File: src/rtl/demux_pkg.sv
`default_nettype none
// ============================================================================
// Module      : demux_pkg
// Description : Shared types and constants for the 2-channel deserialiser.
//               Holds the framing state enum, the default word width and
//               the pair-counter width derived from it.
// Revision    : 1.0 - initial release
// ============================================================================
package demux_pkg;

    localparam int DEFAULT_WIDTH = 8;
    localparam int CNT_W         = $clog2(DEFAULT_WIDTH);

    typedef enum logic [1:0] {
        IDLE = 2'd0,
        RUN  = 2'd1,
        PAR  = 2'd2
    } state_t;

    // Pair-counter width for an arbitrary word width (never narrower than 1).
    function automatic int cnt_width(input int width);
        return (width < 2) ? 1 : $clog2(width);
    endfunction

endpackage : demux_pkg
`default_nettype wire

File: src/rtl/demux_2ch_deser_if.sv
`default_nettype none
// ============================================================================
// Module      : demux_2ch_deser_if
// Description : Serial-in / parallel-out bus of the 2-channel deserialiser.
//               master : drives in_bit, in_valid, sof; observes the outputs
//               slave  : the deserialiser (consumes the stream, drives
//                        out_a, out_b, out_valid, err_a, err_b, sel)
// Revision    : 1.0 - initial release
// ============================================================================
interface demux_2ch_deser_if
    import demux_pkg::*;
#(
    parameter int WIDTH = DEFAULT_WIDTH
) ();

    logic             in_bit;
    logic             in_valid;
    logic             sof;
    logic [WIDTH-1:0] out_a;
    logic [WIDTH-1:0] out_b;
    logic             out_valid;
    logic             err_a;
    logic             err_b;
    logic             sel;

    modport master (
        output in_bit, in_valid, sof,
        input  out_a, out_b, out_valid, err_a, err_b, sel
    );

    modport slave (
        input  in_bit, in_valid, sof,
        output out_a, out_b, out_valid, err_a, err_b, sel
    );

endinterface : demux_2ch_deser_if
`default_nettype wire

File: src/rtl/demux_shift_reg.sv
`default_nettype none
// ============================================================================
// Module      : demux_shift_reg
// Description : WIDTH-bit MSB-first shift register with enable and a
//               synchronous clear. New bits enter at the LSB so the first
//               bit shifted in ends up as the MSB after WIDTH shifts.
// Ports       : clk, rst (async, active-high), clr (sync clear; when
//               combined with en the register restarts holding only d),
//               en (shift enable), d (serial in), q (parallel word)
// Revision    : 1.0 - initial release
// ============================================================================
module demux_shift_reg
    import demux_pkg::*;
#(
    parameter int WIDTH = DEFAULT_WIDTH
) (
    input  wire logic             clk,
    input  wire logic             rst,
    input  wire logic             clr,
    input  wire logic             en,
    input  wire logic             d,
    output logic      [WIDTH-1:0] q
);

    logic [WIDTH-1:0] r_q;

    always_ff @(posedge clk or posedge rst) begin
        if (rst) begin
            r_q <= '0;
        end else if (clr) begin
            r_q <= en ? {{(WIDTH-1){1'b0}}, d} : '0;
        end else if (en) begin
            r_q <= {r_q[WIDTH-2:0], d};
        end
    end

    assign q = r_q;

endmodule : demux_shift_reg
`default_nettype wire

File: src/rtl/demux_2ch_deser.sv
`default_nettype none
// ============================================================================
// Module      : demux_2ch_deser
// Description : Receive side of the 2-to-1 serial mux. Splits one
//               interleaved bit stream (A,B,A,B,...) into two WIDTH-bit
//               words, MSB first, framed by sof. A completed frame is
//               presented on out_a/out_b with a one-cycle out_valid pulse
//               one clock after its last bit.
// Ports       : clk, rst (async, active-high), bus (demux_2ch_deser_if.slave:
//               in_bit, in_valid, sof in; out_a, out_b, out_valid, err_a,
//               err_b, sel out)
// Options     : DEMUX_PARITY_EN - each data frame is followed by an A and a
//               B even-parity bit; err_a/err_b report mismatches. Without it
//               err_a/err_b are constant 0.
// Revision    : 1.0 - initial release
// ============================================================================
module demux_2ch_deser
    import demux_pkg::*;
#(
    parameter int WIDTH = DEFAULT_WIDTH
) (
    input  wire logic        clk,
    input  wire logic        rst,
    demux_2ch_deser_if.slave bus
);

    localparam int             CW     = cnt_width(WIDTH);
    localparam logic [CW-1:0]  c_last = CW'(WIDTH - 1);

    state_t           r_state, w_state_nxt;
    logic             r_sel, w_sel_nxt;
    logic [CW-1:0]    r_cnt, w_cnt_nxt;
    logic             r_done, w_done_nxt;
    logic             w_clr, w_en_a, w_en_b;
    logic [WIDTH-1:0] w_word_a, w_word_b;
    logic [WIDTH-1:0] r_out_a, r_out_b;
    logic             r_out_valid;

    // ------------------------------------------------------------------
    // Channel shift registers
    // ------------------------------------------------------------------
    demux_shift_reg #(.WIDTH(WIDTH)) u_shift_a (
        .clk (clk),
        .rst (rst),
        .clr (w_clr),
        .en  (w_en_a),
        .d   (bus.in_bit),
        .q   (w_word_a)
    );

    demux_shift_reg #(.WIDTH(WIDTH)) u_shift_b (
        .clk (clk),
        .rst (rst),
        .clr (w_clr),
        .en  (w_en_b),
        .d   (bus.in_bit),
        .q   (w_word_b)
    );

    // ------------------------------------------------------------------
    // FSM: state register
    // ------------------------------------------------------------------
    always_ff @(posedge clk or posedge rst) begin
        if (rst) begin
            r_state <= IDLE;
        end else begin
            r_state <= w_state_nxt;
        end
    end

    // ------------------------------------------------------------------
    // FSM: next state and slot decode
    // ------------------------------------------------------------------
`ifdef DEMUX_PARITY_EN
    logic w_par_a_en, w_par_b_en;
`endif

    always_comb begin
        w_state_nxt = r_state;
        w_sel_nxt   = r_sel;
        w_cnt_nxt   = r_cnt;
        w_done_nxt  = 1'b0;
        w_clr       = 1'b0;
        w_en_a      = 1'b0;
        w_en_b      = 1'b0;
`ifdef DEMUX_PARITY_EN
        w_par_a_en  = 1'b0;
        w_par_b_en  = 1'b0;
`endif
        if (bus.in_valid && bus.sof) begin
            // Restart from any state: drop the partial frame and take this
            // bit as the A-channel MSB.
            w_clr       = 1'b1;
            w_en_a      = 1'b1;
            w_sel_nxt   = 1'b1;
            w_cnt_nxt   = '0;
            w_state_nxt = RUN;
        end else if (bus.in_valid) begin
            case (r_state)
                IDLE: begin
                    // Unframed bits are dropped.
                end
                RUN: begin
                    if (!r_sel) begin
                        w_en_a    = 1'b1;
                        w_sel_nxt = 1'b1;
                    end else begin
                        w_en_b    = 1'b1;
                        w_sel_nxt = 1'b0;
                        if (r_cnt == c_last) begin
                            w_cnt_nxt = '0;
`ifdef DEMUX_PARITY_EN
                            w_state_nxt = PAR;
`else
                            w_done_nxt  = 1'b1;
`endif
                        end else begin
                            w_cnt_nxt = r_cnt + 1'b1;
                        end
                    end
                end
`ifdef DEMUX_PARITY_EN
                PAR: begin
                    if (!r_sel) begin
                        w_par_a_en = 1'b1;
                        w_sel_nxt  = 1'b1;
                    end else begin
                        w_par_b_en  = 1'b1;
                        w_sel_nxt   = 1'b0;
                        w_done_nxt  = 1'b1;
                        w_state_nxt = RUN;
                    end
                end
`endif
                default: begin
                    w_state_nxt = IDLE;
                end
            endcase
        end
    end

    // ------------------------------------------------------------------
    // Select, pair counter and frame-complete flag
    // ------------------------------------------------------------------
    always_ff @(posedge clk or posedge rst) begin
        if (rst) begin
            r_sel  <= 1'b0;
            r_cnt  <= '0;
            r_done <= 1'b0;
        end else begin
            r_sel  <= w_sel_nxt;
            r_cnt  <= w_cnt_nxt;
            r_done <= w_done_nxt;
        end
    end

    // ------------------------------------------------------------------
    // Output words: loaded on the edge after the frame's last bit. The
    // shift registers may already be taking the next frame's first bit on
    // that same edge; the non-blocking read still sees the finished word.
    // ------------------------------------------------------------------
    always_ff @(posedge clk or posedge rst) begin
        if (rst) begin
            r_out_a     <= '0;
            r_out_b     <= '0;
            r_out_valid <= 1'b0;
        end else begin
            r_out_valid <= r_done;
            if (r_done) begin
                r_out_a <= w_word_a;
                r_out_b <= w_word_b;
            end
        end
    end

`ifdef DEMUX_PARITY_EN
    logic r_par_a, r_par_b;
    logic r_err_a, r_err_b;

    always_ff @(posedge clk or posedge rst) begin
        if (rst) begin
            r_par_a <= 1'b0;
            r_par_b <= 1'b0;
            r_err_a <= 1'b0;
            r_err_b <= 1'b0;
        end else begin
            if (w_par_a_en) begin
                r_par_a <= bus.in_bit;
            end
            if (w_par_b_en) begin
                r_par_b <= bus.in_bit;
            end
            // Even parity: word XOR parity bit must be 0.
            if (r_done) begin
                r_err_a <= (^w_word_a) ^ r_par_a;
                r_err_b <= (^w_word_b) ^ r_par_b;
            end
        end
    end

    assign bus.err_a = r_err_a;
    assign bus.err_b = r_err_b;
`else
    assign bus.err_a = 1'b0;
    assign bus.err_b = 1'b0;
`endif

    assign bus.out_a     = r_out_a;
    assign bus.out_b     = r_out_b;
    assign bus.out_valid = r_out_valid;
    assign bus.sel       = r_sel;

endmodule : demux_2ch_deser
`default_nettype wire

File: src/flat_wrapper.sv
// flat-port wrapper written by rule: the top's interface ports become plain ports
module demux_2ch_deser_flat import demux_pkg::*;
#(
    parameter int WIDTH = DEFAULT_WIDTH
)
  (clk, rst, bus_in_bit, bus_in_valid, bus_sof, bus_out_a, bus_out_b, bus_out_valid, bus_err_a, bus_err_b, bus_sel);
  demux_2ch_deser_if #(.WIDTH(WIDTH)) bus_i ();
  input  wire logic clk;
  input  wire logic rst;
  input wire logic [$bits(bus_i.in_bit)-1:0] bus_in_bit;
  input wire logic [$bits(bus_i.in_valid)-1:0] bus_in_valid;
  input wire logic [$bits(bus_i.sof)-1:0] bus_sof;
  output wire logic [$bits(bus_i.out_a)-1:0] bus_out_a;
  output wire logic [$bits(bus_i.out_b)-1:0] bus_out_b;
  output wire logic [$bits(bus_i.out_valid)-1:0] bus_out_valid;
  output wire logic [$bits(bus_i.err_a)-1:0] bus_err_a;
  output wire logic [$bits(bus_i.err_b)-1:0] bus_err_b;
  output wire logic [$bits(bus_i.sel)-1:0] bus_sel;
  assign bus_i.in_bit = bus_in_bit;
  assign bus_i.in_valid = bus_in_valid;
  assign bus_i.sof = bus_sof;
  assign bus_out_a = bus_i.out_a;
  assign bus_out_b = bus_i.out_b;
  assign bus_out_valid = bus_i.out_valid;
  assign bus_err_a = bus_i.err_a;
  assign bus_err_b = bus_i.err_b;
  assign bus_sel = bus_i.sel;
  demux_2ch_deser #(.WIDTH(WIDTH)) u_core (.clk(clk), .rst(rst), .bus(bus_i));
endmodule
File: config.mk
export PLATFORM = sky130hd
export DESIGN_NAME = demux_2ch_deser_flat
export DESIGN_NICKNAME = d
export VERILOG_FILES = /design/src/rtl/demux_pkg.sv /design/src/rtl/demux_2ch_deser_if.sv /design/src/rtl/demux_shift_reg.sv /design/src/rtl/demux_2ch_deser.sv /design/src/flat_wrapper.sv
export SDC_FILE = /design/constraint.sdc
export NUM_CORES = 1
export LEC_CHECK = 0
export ABC_AREA = 0
export CAP_MARGIN = 0
export CORE_MARGIN = 2
export CORE_UTILIZATION = 52
export DETAILED_ROUTE_END_ITERATION = 8
export PLACE_DENSITY = 0.8
export SYNTH_ARGS = -nofsm -noshare
export SYNTH_HDL_FRONTEND = slang
export SYNTH_SLANG_ARGS = --single-unit
export TNS_END_PERCENT = 20
File: constraint.sdc
create_clock -name clk -period 1.34 [get_ports clk]
set_input_delay 0.134 -clock clk [delete_from_list [all_inputs] [get_ports clk]]
set_output_delay 0.134 -clock clk [all_outputs]
set_load 0.03 [all_outputs]
==> flow_results.org, run 1 <==
** Run status
- The run finished with clean final reports.

** Clock network
- Clock tree from TritonCTS :: done
- The clock tree synthesis step divided the H-tree into 2 levels.
- After clock tree synthesis, the clock-pin slew on the worst setup and hold paths is approximately 0.12 ns.
- The number of hold buffers added after CTS was 0.
- The clock passes through at most 2 buffers.
- Clock buffer count from CTS :: 5
- In this run the clock root is driven by a sky130_fd_sc_hd__clkbuf_4.
- Clock insertion delay at the later pin of the skew report :: approximately 0.35 ns
- Clock net sink count :: 39

** Timing
- After layout, the worst path uses 93.5% of the clock period.
- Count of final setup violators :: 0
- The number of failing hold endpoints at the final stage came to 0.
- The worst path in the final design needs a cycle of 1.25 ns, including I/O delays and setup.
- The number of max-slew violations in the final report was 0.
- Across the routed clock network, the largest skew measured is roughly 0.014 ns.
- Highest attainable clock frequency :: approximately 800 MHz
- RSZ-0062 raised after global routing :: false

** Pwr
- IR analysis of the VDD net gives a maximum drop of ~0.73 mV.
- Power spread over the standard cell area amounts to between 1000 and 1500 mW/mm².
- Overall power consumption after layout is estimated at 2.12 mW.
- The analysis attributes to cell leakage a power of around 1.1 nW.

** Drt
- Routed WL :: 2590 µm
- Via Count :: ~1000
- Dividing the detail-routed wire length by the instance count gives roughly 14 µm.
- After detailed routing, the number of vias per cell comes to slightly above 5.
- Drt drc :: 0
- For this run, the detailed router's first-pass iteration total came to 5.
- In this run the remaining antenna-violating nets after routing total 0.
- For this block, the initial DRC count from the detailed router was 27.

** Place
- In this run the tool buffered the top-level ports with 22 buffer cells.
- Placement Cell Area :: 0.00191 mm²
- HPWL after DPL :: between 1500 and 2000 µm
- Placer congestion estimate :: 0.777

** Die
- Starting Density :: a little over half
- In this run the core area contains 20 standard-cell rows.
- The die covers 0.00361 mm².
- Core footprint :: roughly 0.003 mm²
- Boundary pin count :: 25
- From left edge to right edge, the die measures about 60 µm.
- The die is about 60 µm tall.

** Synth
- Area of the mapped netlist :: roughly 0.0016 mm²
- EDFF count, synth :: 0
- The average instance in the mapped netlist occupies roughly 14 µm².
- Among all cell types in the netlist, the one instantiated most often is sky130_fd_sc_hd__dfrtp_1.
- Cell types with the highest counts after synthesis :: sky130_fd_sc_hd__dfrtp_1, sky130_fd_sc_hd__mux2_1, sky130_fd_sc_hd__a22o_1
- Dominant cells by area after synthesis :: sky130_fd_sc_hd__dfrtp_1, sky130_fd_sc_hd__mux2_1, sky130_fd_sc_hd__a22o_1
- Cell taking the most area after synthesis :: sky130_fd_sc_hd__dfrtp_1
- The Yosys step of the flow raised 0 warnings.
- In the synthesized netlist, the number of instances is around 120.
- Sequential elements use 59.7% of the synthesized area.
- Predominant post-synthesis flop cell :: sky130_fd_sc_hd__dfrtp_1
- Synth unique cells :: 26
- Top cell type's share of synthesized area :: slightly below 60%
- In the synthesized netlist the async set-or-reset flop fraction comes to 100%.
- The synthesized design contains 39 register bits.

** Worst setup path
- Crit-path max FO :: 2
- Startpoint class of the critical path :: register
- Sum of buffers and inverters on the critical path :: 1
- The worst setup path is captured at an output pin.
- The kind of cell with the highest combined delay along the critical path is buffers and inverters.
- Worst reg2reg path startpoint :: u_core.bus.sel
- CP Data Arrival Time :: between 1 and 1.5 ns
- STA puts the critical path data required time at approximately 1.2 ns.
- Walking the worst path, the cells encountered are dlygate4sd2_1.
- Measured in cells, the most critical reg-to-reg path has a length of 4.
- Cell count along the critical path :: 1
- The critical path in this run is classified as register to output pin.
- Across all register-to-register paths, the minimum setup slack is around 0.11 ns.
- On the worst path, the slowest cell contributes a delay of 0.41 ns.
- Endpoint of the lowest-slack register-to-register path :: u_core.u_shift_a.q[3]
- Critical-path top delay cell :: sky130_fd_sc_hd__dlygate4sd2_1

** Cells and area
- Summing all non-filler instances in the final layout gives an area of 0.00197 mm².
- Total inserted antenna cells :: 0
- Final cell utilization of the core :: between 60% and 70%
- Relative to the synthesized area, the layout overhead comes to 20.4%.
- At the end of the flow, the number of nets in the layout was between 150 and 200.
- Layout cells sized above 1 :: between 10% and 20%

** Global route
- Number of antenna violations at the first check in global routing :: 0
- Largest net degree at the start of global routing :: 40
- Wire length of the first global-routing pass :: 4380 µm
- For this run the aggregate overflow at the end of global routing stands at 0.
- The number of global-route vias before repair was ~900.
- Global routing used approximately 17% of the available tracks across all layers.

** Flow run
- Max-cap violations in this run came to 0.

** Worst hold path
- Worst min-delay path class :: input port to async pin
sequential cells by signal (all words and copies together) (netlist names):
signal,flops
u_core.r_state,1
u_core.u_shift_a.q,8
u_core.bus.sel,1
u_core.bus.out_a,8
u_core.bus.out_b,8
u_core.bus.out_valid,1
u_core.r_cnt,3
u_core.u_shift_b.q,8
u_core.r_done,1
routing by layer:
layer / global-route usage, % / wire length [µm] / vias to the layer above
li1: - / - / 471
met1: 22.2 / 1200 / 478
met2: 25.0 / 1230 / 20
met3: 6.06 / 93 / 6
met4: 10.5 / 68 / 0
met5: 0 / 0 / -
how the worst max path moves through the flow:
stage	startpoint	end
3_5_place_dp	bus_sof	u_core.u_shift_a.q[0]
6_report	u_core.bus.out_a[6]	bus_out_a[6]
4_1_cts	u_core.bus.sel	bus_sel
5_1_grt	u_core.bus.out_a[6]	bus_out_a[6]
2_1_floorplan	u_core.bus.sel	u_core.u_shift_a.q[0]
3_3_place_gp	bus_sof	u_core.u_shift_a.q[0]
per-stage QoR:
stage | hold WS [ns] | instances | setup WS [ns] | TNS [ns]
2_1_floorplan | 0.266 | 118 | 0.0513 | 0
3_3_place_gp | 0.467 | 181 | -0.00603 | -0.00603
3_5_place_dp | 0.474 | 181 | -0.0353 | -0.0814
4_1_cts | 0.112 | 189 | 0.0549 | 0
5_1_grt | 0.107 | 190 | 0.0150 | 0
6_report | 0.108 | 190 | 0.0877 | 0
where the power goes:
group	internal (mW)	switching (mW)	leakage [nW]	total (mW)
registers	1.23	0.0501	0.529	1.28
logic	0.119	0.136	0.494	0.255
clock network	0.200	0.386	0.0272	0.587
total	1.55	0.572	1.05	2.12
repair_timing:
item,CTS,global route
setup buffers,0,1
cloned,0,0
gates resized for setup,20,0
setup endpoints to repair,18,1
final cells by class:
cell class	count	area, µm²
fill	233	1060
sequential	39	977
multi-input combinational	63	563
timing repair buffer	29	290
tap	44	55.1
clock buffer	5	37.5
inverter	7	26.3
clock inverter	3	20.0
worst register-to-register path, delay by kind of cell (launching register included):
kind                   cells  cell delay, ns
DFF                        1            0.46
and+or+nand+nor            1            0.22
buffers and inverters      1            0.14
AOI/OAI and AO/OA          2            0.31
cell families (layout without fill, tap and decap cells):
kind of cell | after synthesis | in the layout | synth area share [%]
flip-flops | 39 | 39 | 59.7
AO/OA/AOI/OAI | 28 | 28 | 13.2
multiplexers | 17 | 17 | 11.7
buffers and inverters | 16 | 44 | 6.12
AND/OR/NAND/NOR | 14 | 14 | 7.50
adder cells (fa/ha/maj) | 2 | 2 | 1.53
other | 1 | 2 | 0.229
layout by cell type (no fill, tap or decap):
cell type	Yosys	layout
sky130_fd_sc_hd__clkdlybuf4s50_1	0	4
sky130_fd_sc_hd__inv_1	7	7
sky130_fd_sc_hd__nor2b_2	1	1
sky130_fd_sc_hd__buf_4	4	4
sky130_fd_sc_hd__nand2b_4	1	1
sky130_fd_sc_hd__dlygate4sd2_1	0	17
sky130_fd_sc_hd__o21ai_1	1	1
sky130_fd_sc_hd__o21ai_2	1	1
sky130_fd_sc_hd__clkbuf_4	0	5
sky130_fd_sc_hd__a21o_1	2	2
sky130_fd_sc_hd__nor2_2	1	1
sky130_fd_sc_hd__conb_1	1	2
sky130_fd_sc_hd__nand2_1	1	1
sky130_fd_sc_hd__clkinv_2	0	1
sky130_fd_sc_hd__o22ai_2	2	2
sky130_fd_sc_hd__nor2_1	1	1
sky130_fd_sc_hd__and2_1	1	1
sky130_fd_sc_hd__dfrtp_1	39	38
sky130_fd_sc_hd__a21oi_1	6	6
sky130_fd_sc_hd__clkinvlp_4	0	2
sky130_fd_sc_hd__and4_1	1	1
sky130_fd_sc_hd__nand2_4	1	1
sky130_fd_sc_hd__dfrtp_2	0	1
sky130_fd_sc_hd__and4b_1	4	4
sky130_fd_sc_hd__nand2b_2	1	1
sky130_fd_sc_hd__o22ai_1	3	3
sky130_fd_sc_hd__a22o_1	13	13
sky130_fd_sc_hd__ha_1	2	2
sky130_fd_sc_hd__clkdlybuf4s15_2	0	1
sky130_fd_sc_hd__mux2_1	17	17
sky130_fd_sc_hd__buf_12	0	3
sky130_fd_sc_hd__nor2_4	1	1
Note: power is estimated with default switching activity, not from simulation.
==> run 2, diff against run 1 <==
- HOLD_SLACK_MARGIN: default -> 0.02
==> results of run 2 <==
No change in the layout: final DEF, timing and power equal those of run 1.
==> run 3, diff against run 2 <==
- CAP_MARGIN: 0 -> 20
- PLACE_DENSITY: 0.8 -> 0.87
==> run 3 against run 2 <==
Compared with the run above: critical path depth stayed put; fmax is 2.9% lower; worst setup slack worse by 0.038 ns; clock-buffer cell count is 1 higher; sequential cell count stayed put; combinational power is 5% lower; clock skew is 0.0075 ns lower; hold slack better by 0.050 ns; critical endpoint is now bus_sel.
==> flow_results.org, run 3 (same netlist as run 1, synthesis figures left out) <==
** Clock network
- Cts hold-fix bufs :: 0 (unchanged)
- H-Tree Level Count :: 2 (unchanged)
- Resize count post-CTS :: 19 (-5.0%)
- Clock net sink count :: 39 (unchanged)
- The deepest clock path buffer count is 2 (unchanged).
- Clock tree from TritonCTS :: done
- Post-CTS Setup Repair Bufs :: 0 (unchanged)
- CTS Root Cell :: sky130_fd_sc_hd__clkbuf_4
- Clock insertion delay at the later pin of the skew report :: 0.34 ns (about the same)
- The total clock buffers created by CTS is 5 (unchanged).
- The clock-pin transition on the worst setup and hold timing paths is 0.11 ns (about the same).

** Worst setup path
- Sum of buffers and inverters on the critical path :: 1 (unchanged)
- STA classifies the critical path endpoint as an output pin.
- CP Data Arrival Time :: 1.16 ns (+0.04 ns)
- The slowest stage of the critical path belongs to the cell sky130_fd_sc_hd__dfrtp_2.
- Walking the worst path, the cells encountered are clkdlybuf4s15_1.
- Required arrival time at the worst endpoint :: 1.21 ns (about the same)
- The maximum fanout along the worst path is 6 (+4).
- Family with the most delay on the worst path :: flip-flops
- The worst setup path is launched from a register.
- The largest stage delay on the critical path came to 0.43 ns (+0.02 ns).
- Crit Path Class :: register to output pin

** Worst hold path
- The tightest min-delay check is of the input port to async pin type.

** Place
- The total instance count after detailed placement came to 183 (+1.1%).
- HPWL after DPL :: 2000 µm (+9.9%)
- The final weighted congestion in routability-driven placement came to 0.755 (-2.9%).
- Port Buffer Count :: 22 (unchanged)

** Drt
- Drt drc :: 0 (unchanged)
- The average routed wire per standard cell came to 14.2 µm (+4.4%).
- The total iterations of the first detailed-routing run is 4 (-1).
- The number of vias per cell after detailed routing came to 5.25 (+2.4%).
- The number of DRC markers in iteration 0 is 13 (-52%).
- The routed via count came to 998 (+2.4%).
- The final wirelength is 2710 µm (+4.4%).
- The number of antenna-violating nets in the routed design was 0 (unchanged).

** Die
- The x dimension of the die was 60.1 µm (unchanged).
- Starting Density :: 54.0% (unchanged)
- The area of the core was 0.00303 mm² (unchanged).
- The full die area came to 0.00361 mm² (unchanged).
- Cell row count :: 20 (unchanged)
- The I/O pin count is 25 (unchanged).
- Die Height :: 60.1 µm (unchanged)

** Global route
- The met2 layer usage reported by global route is 27.2% (+2.2 points).
- In this run the most used layer during global routing was met2.
- Met1 usage :: 21.8% (-0.40 points)
- The number of global-route vias before repair is 983 (+6.5%).
- The initial antenna violation count came to 0 (unchanged).
- Wire length of the first global-routing pass :: 4440 µm (+1.4%)
- The met3 global-route usage was 5.41% (-0.65 points).
- Global-route usage over all layers :: 17.2% (-0.038 points)
- Overflow left after global routing :: 0 (unchanged)
- The largest net degree at the start of global routing is 40 (unchanged).

** Cells and area
- The share of layout cells above drive strength 1 is 17.1% (-0.68 points).
- The net count of the finished layout came to 153 (+0.66%).
- Total inserted antenna cells :: 0 (unchanged)
- Area added between synthesis and finish :: 20.0%
- The fill cell instance count of the final layout came to 234 (+0.43%).
- In the layout the commonest cells are sky130_fd_sc_hd__dfrtp_1, sky130_fd_sc_hd__mux2_1, sky130_fd_sc_hd__dlygate4sd2_1, sky130_fd_sc_hd__a22o_1, sky130_fd_sc_hd__inv_1.
- Non-Filler Instances :: 190 (unchanged)
- Most frequent standard cell in the layout excluding fill and tap cells :: sky130_fd_sc_hd__dfrtp_1

** Pwr
- The leakage power figure came to 1.06 nW (+0.53%).
- The part of the total power dissipated in the clock network is 27.9% (+0.3 points).
- The share of power burned in registers was 60.7% (+0.3 points).
- Switching Fraction :: 25.1% (-1.8 points)
- Internal power :: 1.58 mW (+2.1%)
- Power density of the placed cells :: 1080 mW/mm² (about the same)
- The post-route total power was 2.11 mW (-0.41%).
- The fraction of power consumed by combinational cells is 11.4% (-0.6 points).
- Switching power :: 531 µW (-7.2%)
- The worst supply voltage drop on vdd was 0.636 mV (-13%).

** Timing
- The maximum clock frequency is 775 MHz (-2.9%).
- Final worst path period share :: 96.3% (+2.8 points)
- Count of final setup violators :: 0 (unchanged)
- The number of failing hold endpoints at the final stage is 0 (unchanged).
- Post-layout min period :: 1.29 ns (+0.0381 ns)
- The post-route clock skew came to 0.00618 ns (-0.00755 ns).
- Slew Viols, Final :: 0 (unchanged)
- Setup repair after global routing left no endpoint under its margin.

** Flow run
- The total of max-cap violations is 0 (unchanged).

** Run status
- The flow ran to the end, and the final reports show no timing, DRC or antenna violations.
## run 3: cell types whose count changed in the layout (fill, tap and decap cells not counted), sizes merged
| cell | delta |
|---|---|
| buf | +1 |
| clkinvlp | -2 |
| clkbuf | +1 |
## run 3: final timing paths
path | slack, ns | end | cells after the start | start
max | 0.05 | bus_sel | 1 | u_core.bus.sel
min | 0.16 | u_core.r_cnt[2] | 3 | rst
max reg2reg | 0.12 | u_core.u_shift_a.q[3] | 4 | u_core.bus.sel
min reg2reg | 0.49 | u_core.bus.out_a[6] | 1 | u_core.bus.out_a[6]
max in group asynchronous | 0.98 | u_core.bus.sel | 3 | rst
min in group clk | 0.46 | u_core.u_shift_a.q[0] | 2 | bus_in_bit
## run 3: layer usage
layer  vias up  routed length [µm]
met5         -                   0
li1        477                   -
met2        18                1360
met4         0                  55
met3         6                 107
met1       497                1190
## run 3: final cells by class
class	instances	area, µm²	share of cell area (%)
repair buffers	30	284	14.5
flip-flops and latches	39	977	49.8
multi-input cells	63	563	28.7
clock buffers	6	51.3	2.61
clock inverters	1	5.00	0.255
inverters	7	26.3	1.34
well taps	44	55.1	2.81
## run 3: power groups by stage
stage	Clock (mW)	Combinational, mW	Sequential, mW
after floorplan	0	0.178	1.30
after global placement	0	0.237	1.30
after global routing	0.658	0.266	1.29
after detailed placement	0	0.246	1.31
final	0.590	0.241	1.28
after CTS	0.609	0.244	1.28
## run 3: stage by stage
| stage | cell area [µm²] | utilization, % | worst slack (ns) | setup TNS (ns) | hold slack [ns] |
|---|---|---|---|---|---|
| CTS | 1960 | 64.8 | 0.0263 | 0 | 0.152 |
| floorplan | 1640 | - | 0.0513 | 0 | 0.266 |
| global route | 1960 | 64.8 | 0.00448 | 0 | 0.152 |
| global placement | 1930 | 63.6 | -0.00208 | -0.00208 | 0.466 |
| detailed placement | 1930 | 63.6 | -0.0467 | -0.239 | 0.478 |
| finish | 1960 | 64.8 | 0.0496 | 0 | 0.158 |
